## config.mk

```make
export PLATFORM = sky130hd
export DESIGN_NAME = my_ram_fifo_cfg
export DESIGN_NICKNAME = d
export VERILOG_FILES = /design/src/rtl/my_ram_fifo_cfg.sv
export SDC_FILE = /design/constraint.sdc
export NUM_CORES = 1
export LEC_CHECK = 0
export CORE_ASPECT_RATIO = 1.2
export CORE_MARGIN = 1.5
export CORE_UTILIZATION = 51
export CTS_CLUSTER_DIAMETER = 100
export CTS_CLUSTER_SIZE = 10
export DETAILED_ROUTE_END_ITERATION = 10
export PLACE_DENSITY = 0.77
export SLEW_MARGIN = 20
export SYNTH_ARGS = -nofsm -noshare
export SYNTH_HDL_FRONTEND = slang
export SYNTH_SLANG_ARGS = --single-unit
```

## constraint.sdc

```tcl
create_clock -name clk -period 3.61 [get_ports clk]
set_input_delay 0.9025 -clock clk [delete_from_list [all_inputs] [get_ports clk]]
set_output_delay 0.9025 -clock clk [all_outputs]
set_load 0.01 [all_outputs]
```

## src/rtl/my_ram_fifo_cfg.sv

```systemverilog
// rtl/my_ram_fifo_cfg.sv - configurable single-clock block RAM FIFO with standard/FWFT read
//
// Ports:
//   clk, rst                 clock, synchronous active-high reset
//   i_wren, i_wrdata         write request and data
//   o_full, o_almost_full    count == DEPTH, count >= AFULL_TH
//   o_overflow               one-cycle pulse after a write requested while full
//   i_rden                   read request (standard) or pop (FWFT)
//   o_rddata, o_valid        read data and its qualifier
//   o_empty, o_almost_empty  no readable word, count <= AEMPTY_TH
//   o_underflow              one-cycle pulse after a read requested while empty
//   o_count                  words written and not yet read
module my_ram_fifo_cfg #(
    parameter int DATA_W    = 8,
    parameter int DEPTH     = 16,
    parameter int FWFT      = 0,
    parameter int AFULL_TH  = DEPTH - 2,
    parameter int AEMPTY_TH = 2
) (
    input  logic                       clk,
    input  logic                       rst,
    input  logic                       i_wren,
    input  logic [DATA_W-1:0]          i_wrdata,
    output logic                       o_full,
    output logic                       o_almost_full,
    output logic                       o_overflow,
    input  logic                       i_rden,
    output logic [DATA_W-1:0]          o_rddata,
    output logic                       o_valid,
    output logic                       o_empty,
    output logic                       o_almost_empty,
    output logic                       o_underflow,
    output logic [$clog2(DEPTH+1)-1:0] o_count
);

    localparam int CNT_W = $clog2(DEPTH + 1);
    localparam int PTR_W = $clog2(DEPTH);
    localparam bit FWFT_B = (FWFT != 0);
    localparam logic [CNT_W-1:0] DEPTH_C  = CNT_W'(DEPTH);
    localparam logic [CNT_W-1:0] AFULL_C  = CNT_W'(AFULL_TH);
    localparam logic [CNT_W-1:0] AEMPTY_C = CNT_W'(AEMPTY_TH);
    localparam logic [PTR_W-1:0] LAST_PTR = PTR_W'(DEPTH - 1);

    function automatic logic [PTR_W-1:0] ptr_inc(input logic [PTR_W-1:0] p);
        return (p == LAST_PTR) ? '0 : p + 1'b1;
    endfunction

    logic [DATA_W-1:0] mem [DEPTH];
    logic [DATA_W-1:0] ram_q;

    logic [PTR_W-1:0]  wrptr_q, wrptr_d, rdptr_q, rdptr_d, ram_addr;
    logic [CNT_W-1:0]  count_q, count_d;
    logic              stall_q, stall_d;
    logic              valid_q, valid_d;
    logic              ovf_q, ovf_d, unf_q, unf_d;
    logic              fwd_q, fwd_d;
    logic [DATA_W-1:0] fwd_data_q, fwd_data_d;
    logic              empty, full, wr_acc, rd_acc, ram_en;

    always_comb begin
        // stall_q covers the cycle where a word written into an empty FWFT FIFO
        // has not yet reached the RAM output register.
        empty    = (count_q == '0) | stall_q;
        full     = (count_q == DEPTH_C);
        wr_acc   = i_wren & ~full;
        rd_acc   = i_rden & ~empty;
        wrptr_d  = wr_acc ? ptr_inc(wrptr_q) : wrptr_q;
        rdptr_d  = rd_acc ? ptr_inc(rdptr_q) : rdptr_q;
        count_d  = count_q;
        unique case ({wr_acc, rd_acc})
            2'b10:   count_d = count_q + 1'b1;
            2'b01:   count_d = count_q - 1'b1;
            default: count_d = count_q;
        endcase
        // FWFT reads ahead every cycle at the next head; standard mode reads only on request.
        ram_en   = FWFT_B | rd_acc;
        ram_addr = FWFT_B ? rdptr_d : rdptr_q;
        stall_d  = FWFT_B & wr_acc & (count_q == '0);
        // Pop and write together at count 1: the new head is the word being written
        // this edge, which the RAM cannot return yet, so it is carried in a side register.
        fwd_d      = FWFT_B & wr_acc & rd_acc & (wrptr_q == rdptr_d);
        fwd_data_d = i_wrdata;
        valid_d  = ~FWFT_B & rd_acc;
        ovf_d    = i_wren & full;
        unf_d    = i_rden & empty;
    end

    always_ff @(posedge clk) begin
        if (rst) begin
            wrptr_q <= '0;
            rdptr_q <= '0;
            count_q <= '0;
            stall_q <= 1'b0;
            valid_q <= 1'b0;
            ovf_q   <= 1'b0;
            unf_q   <= 1'b0;
            fwd_q   <= 1'b0;
        end else begin
            wrptr_q <= wrptr_d;
            rdptr_q <= rdptr_d;
            count_q <= count_d;
            stall_q <= stall_d;
            valid_q <= valid_d;
            ovf_q   <= ovf_d;
            unf_q   <= unf_d;
            fwd_q   <= fwd_d;
        end
    end

    // Simple dual-port RAM with registered read; contents are never reset.
    always_ff @(posedge clk) begin
        if (wr_acc) begin
            mem[wrptr_q] <= i_wrdata;
        end
        if (ram_en) begin
            ram_q <= mem[ram_addr];
        end
        fwd_data_q <= fwd_data_d;
    end

    assign o_rddata       = fwd_q ? fwd_data_q : ram_q;
    assign o_valid        = FWFT_B ? ~empty : valid_q;
    assign o_empty        = empty;
    assign o_full         = full;
    assign o_almost_full  = (count_q >= AFULL_C);
    assign o_almost_empty = (count_q <= AEMPTY_C);
    assign o_overflow     = ovf_q;
    assign o_underflow    = unf_q;
    assign o_count        = count_q;

endmodule

```

==> impl_metrics.csv <==
group,metric,value,unit
critical_path,slowest_stage,"or4_4",
place,place_inst,540,
clocking,cts_tree,"yes",
power_and_ir_drop,pwr_density_cell,729.8,nW/µm²
detailed_routing,first_pass_iters,4,
logic_synthesis,yosysSeqAreaShare,70.68,%
global_routing,grt_overflow_total,0,
detailed_routing,routed_via_density,5.773,
hold_path,min_path_type,"reg -> reg",
layout,drive_gt1_share,22.38,%
die,core,12000,µm²
clocking,cts_buffer_depth,2,
layout,final_common_cell,"edfxtp_1",
critical_path,worstPathCellList,"or4_4 -> nor2_1 -> clkdlybuf4s50_1",
power_and_ir_drop,clkPwrFrac,35.3,%
power_and_ir_drop,seqPwrFrac,41.3,%
global_routing,grt_start_max_net_pins,37,
global_routing,grt_util_all_layers,20.89,%
critical_path,critPathMaxFanout,11,
logic_synthesis,synth_flop_cell,"edfxtp_1",
timing,rsz0062_at_grt,"no",
detailed_routing,drtIter0Drc,238,
logic_synthesis,syn_inst,347,
critical_path,arrival,2.13,ns
timing,timing.fmax,0.3295,GHz
timing,fin_skew,0.01539,ns
power_and_ir_drop,p_comb_share,23.4,%
clocking,cts_made_buffers,17,
run_status,status,"finished clean",
timing,slew_violations,0,
critical_path,cp-end-kind,"primary output",
die,dieHeight,124.1,µm
clocking,path_clk_slew,0.06,ns
timing,tns,0,ns
place,io_buffers,31,
timing,holdWs,0.5849,ns
detailed_routing,wl_per_cell,21.71,µm
die,die_w,103.9,µm
power_and_ir_drop,vdd_drop_max,407.2,µV
layout,fillers,859,
place,dp_slack,0.2384,ns
layout,seq_area,4405,µm²
detailed_routing,num_vias,3302,
critical_path,ff2ff_setup_slack,0.78,ns
logic_synthesis,synth_edf_count,136,
detailed_routing,routed_wl,12420,µm
logic_synthesis,ys_top_cells_by_area,"edfxtp_1 66%, mux4_2 12%, dfxtp_1 5.1%, mux2i_1 2.1%, ha_1 1.8%",
timing,worst_slack,0.5751,ns
die,dieArea,12890,µm²
layout,syn2layout_area_growth,19.06,%
layout,multiInputGateArea,1653,µm²
critical_path,worstPathRequired,2.71,ns
detailed_routing,drtAntennaViolNets,0,
critical_path,worst-setup-path-type,"reg -> out",
die,initial_core_util,51.92,%
layout,nNetsFinal,419,
clocking,clkLatencyLatePin,0.41,ns
power_and_ir_drop,intPower,3.967,mW
logic_synthesis,ys_types,46,
power_and_ir_drop,sw_frac_of_total,26.72,%
timing,worst_pin_slew,0.8882,ns
die,io_pins,32,
layout,insertedDiodeCount,0,
job,max_cap_violations,0,
logic_synthesis,ys_seq_elements,152,
place,dp_hpwl,7911,µm
layout,mostFrequentLayoutCells,"136 x edfxtp_1, 32 x mux4_2, 31 x clkdlybuf4s50_1",
logic_synthesis,synth.avg_cell_area,17.96,µm²
logic_synthesis,yosys_warnings,0,
clocking,cts_sinks,152,
logic_synthesis,syn_area,6231,µm²
power_and_ir_drop,power.net_switching,1.447,mW
logic_synthesis,async_flop_share,0,%
timing,slew_headroom,40.71,%
logic_synthesis,synth_top_area_share,65.54,%
logic_synthesis,synth_top_cell_by_area,"edfxtp_1",
detailed_routing,drc,0,
place,globalplace.congestion,0.7612,
clocking,cts_hold_buf,0,
clocking,postCtsSetupRepairBufs,0,
global_routing,grt_pass1_vias,3449,
timing,hold_viol,0,
timing,fin_crit,3.035,ns
global_routing,grt_pass1_wl,19290,µm
clocking,htree_levels,4,
die,rows,44,
critical_path,crit_family,"simple AND/OR/NAND/NOR gates",
global_routing,antenna_found_initial,0,
critical_path,crit_buf_inv,1,
timing,fin_crit_sh,84.07,%
layout,fin_cells,572,
timing,setup_violations,0,
clocking,cts_resized,0,
critical_path,max_stage_delay,0.60,ns
logic_synthesis,syn_nets,368,
clocking,root_buffer,"clkbuf_16",
power_and_ir_drop,p_leak,2.435,nW
critical_path,startpoint_type,"register",
final cells by class:
cell class	count	share of cell area, %
inverters	7	0.3542
repair buffers	54	6.510
well taps	161	2.715
multi-input cells	166	22.28
clock inverters	14	2.968
clock buffers	18	5.785
flip-flops and latches	152	59.39
registers in the layout, summed over array words and instances (netlist names):
signal and count:
mem 128, ram_addr 4, o_valid 1, o_count 5
ram_q 8, o_overflow 1, o_underflow 1, wrptr_q 4
power groups by stage:
stage               registers, mW  clock network (mW)  logic, mW
global placement             2.27                   0       1.23
floorplan                    2.20                   0      0.910
finish                       2.24                1.91       1.27
global route                 2.26                2.01       1.36
CTS                          2.24                1.94       1.27
detailed placement           2.27                   0       1.26
final timing paths:
path                                         startpoint                 endpoint  cells after the start
worst max-delay path            o_count[1]$_SDFFE_PP0P_                  o_empty                      3
worst min-delay path            wrptr_q[1]$_SDFFE_PP0P_  wrptr_q[1]$_SDFFE_PP0P_                      2
worst max register to register  o_count[1]$_SDFFE_PP0P_  o_count[4]$_SDFFE_PP0P_                     10
worst min register to register  wrptr_q[1]$_SDFFE_PP0P_  wrptr_q[1]$_SDFFE_PP0P_                      2
per-layer routing:
layer	wire length, µm	vias to the layer above	share of wire (%)	GRT usage [%]
met1	4720	1670	38	23.06
met4	276	0	2.2	10.94
met5	0	-	0	0
met3	758	20	6.1	6.175
met2	6664	130	54	36.96
li1	-	1482	-	-
cell usage after synthesis (all sizes together), types with 7 or more instances:
master,count
nor2b,8
dfxtp,16
mux2i,13
edfxtp,136
inv,7
nor3,7
a21oi,11
ha,9
nand2,11
buf,14
clkbuf,8
a211oi,9
mux4,32
nor2,22
cell families after synthesis:
kind of cell / after synthesis / share of synthesized area [%]
fa+ha+maj: 9 / 1.807
mux: 45 / 13.65
xor+xnor: 5 / 0.7028
simple gates: 71 / 6.024
compound gates: 36 / 4.337
buf+inv: 29 / 2.791
flops: 152 / 70.68
tightest hold or removal path, delay by kind of cell (launching register included):
family | cells | cell delay (ns)
multiplexers | 1 | 0.14
AND/OR/NAND/NOR | 1 | 0.05
flip-flops | 1 | 0.35
through the flow:
| step | cell area, µm² | power [mW] | utilization [%] |
|---|---|---|---|
| after global placement | 6769 | 3.493 | 56.40 |
| after CTS | 7418 | 5.454 | 61.81 |
| after global routing | 7418 | 5.635 | 61.81 |
| after detailed placement | 6769 | 3.533 | 56.40 |
| after floorplan | 6231 | 3.115 | - |
| final | 7418 | 5.414 | 61.81 |
Power figures use the tool's default switching activity.
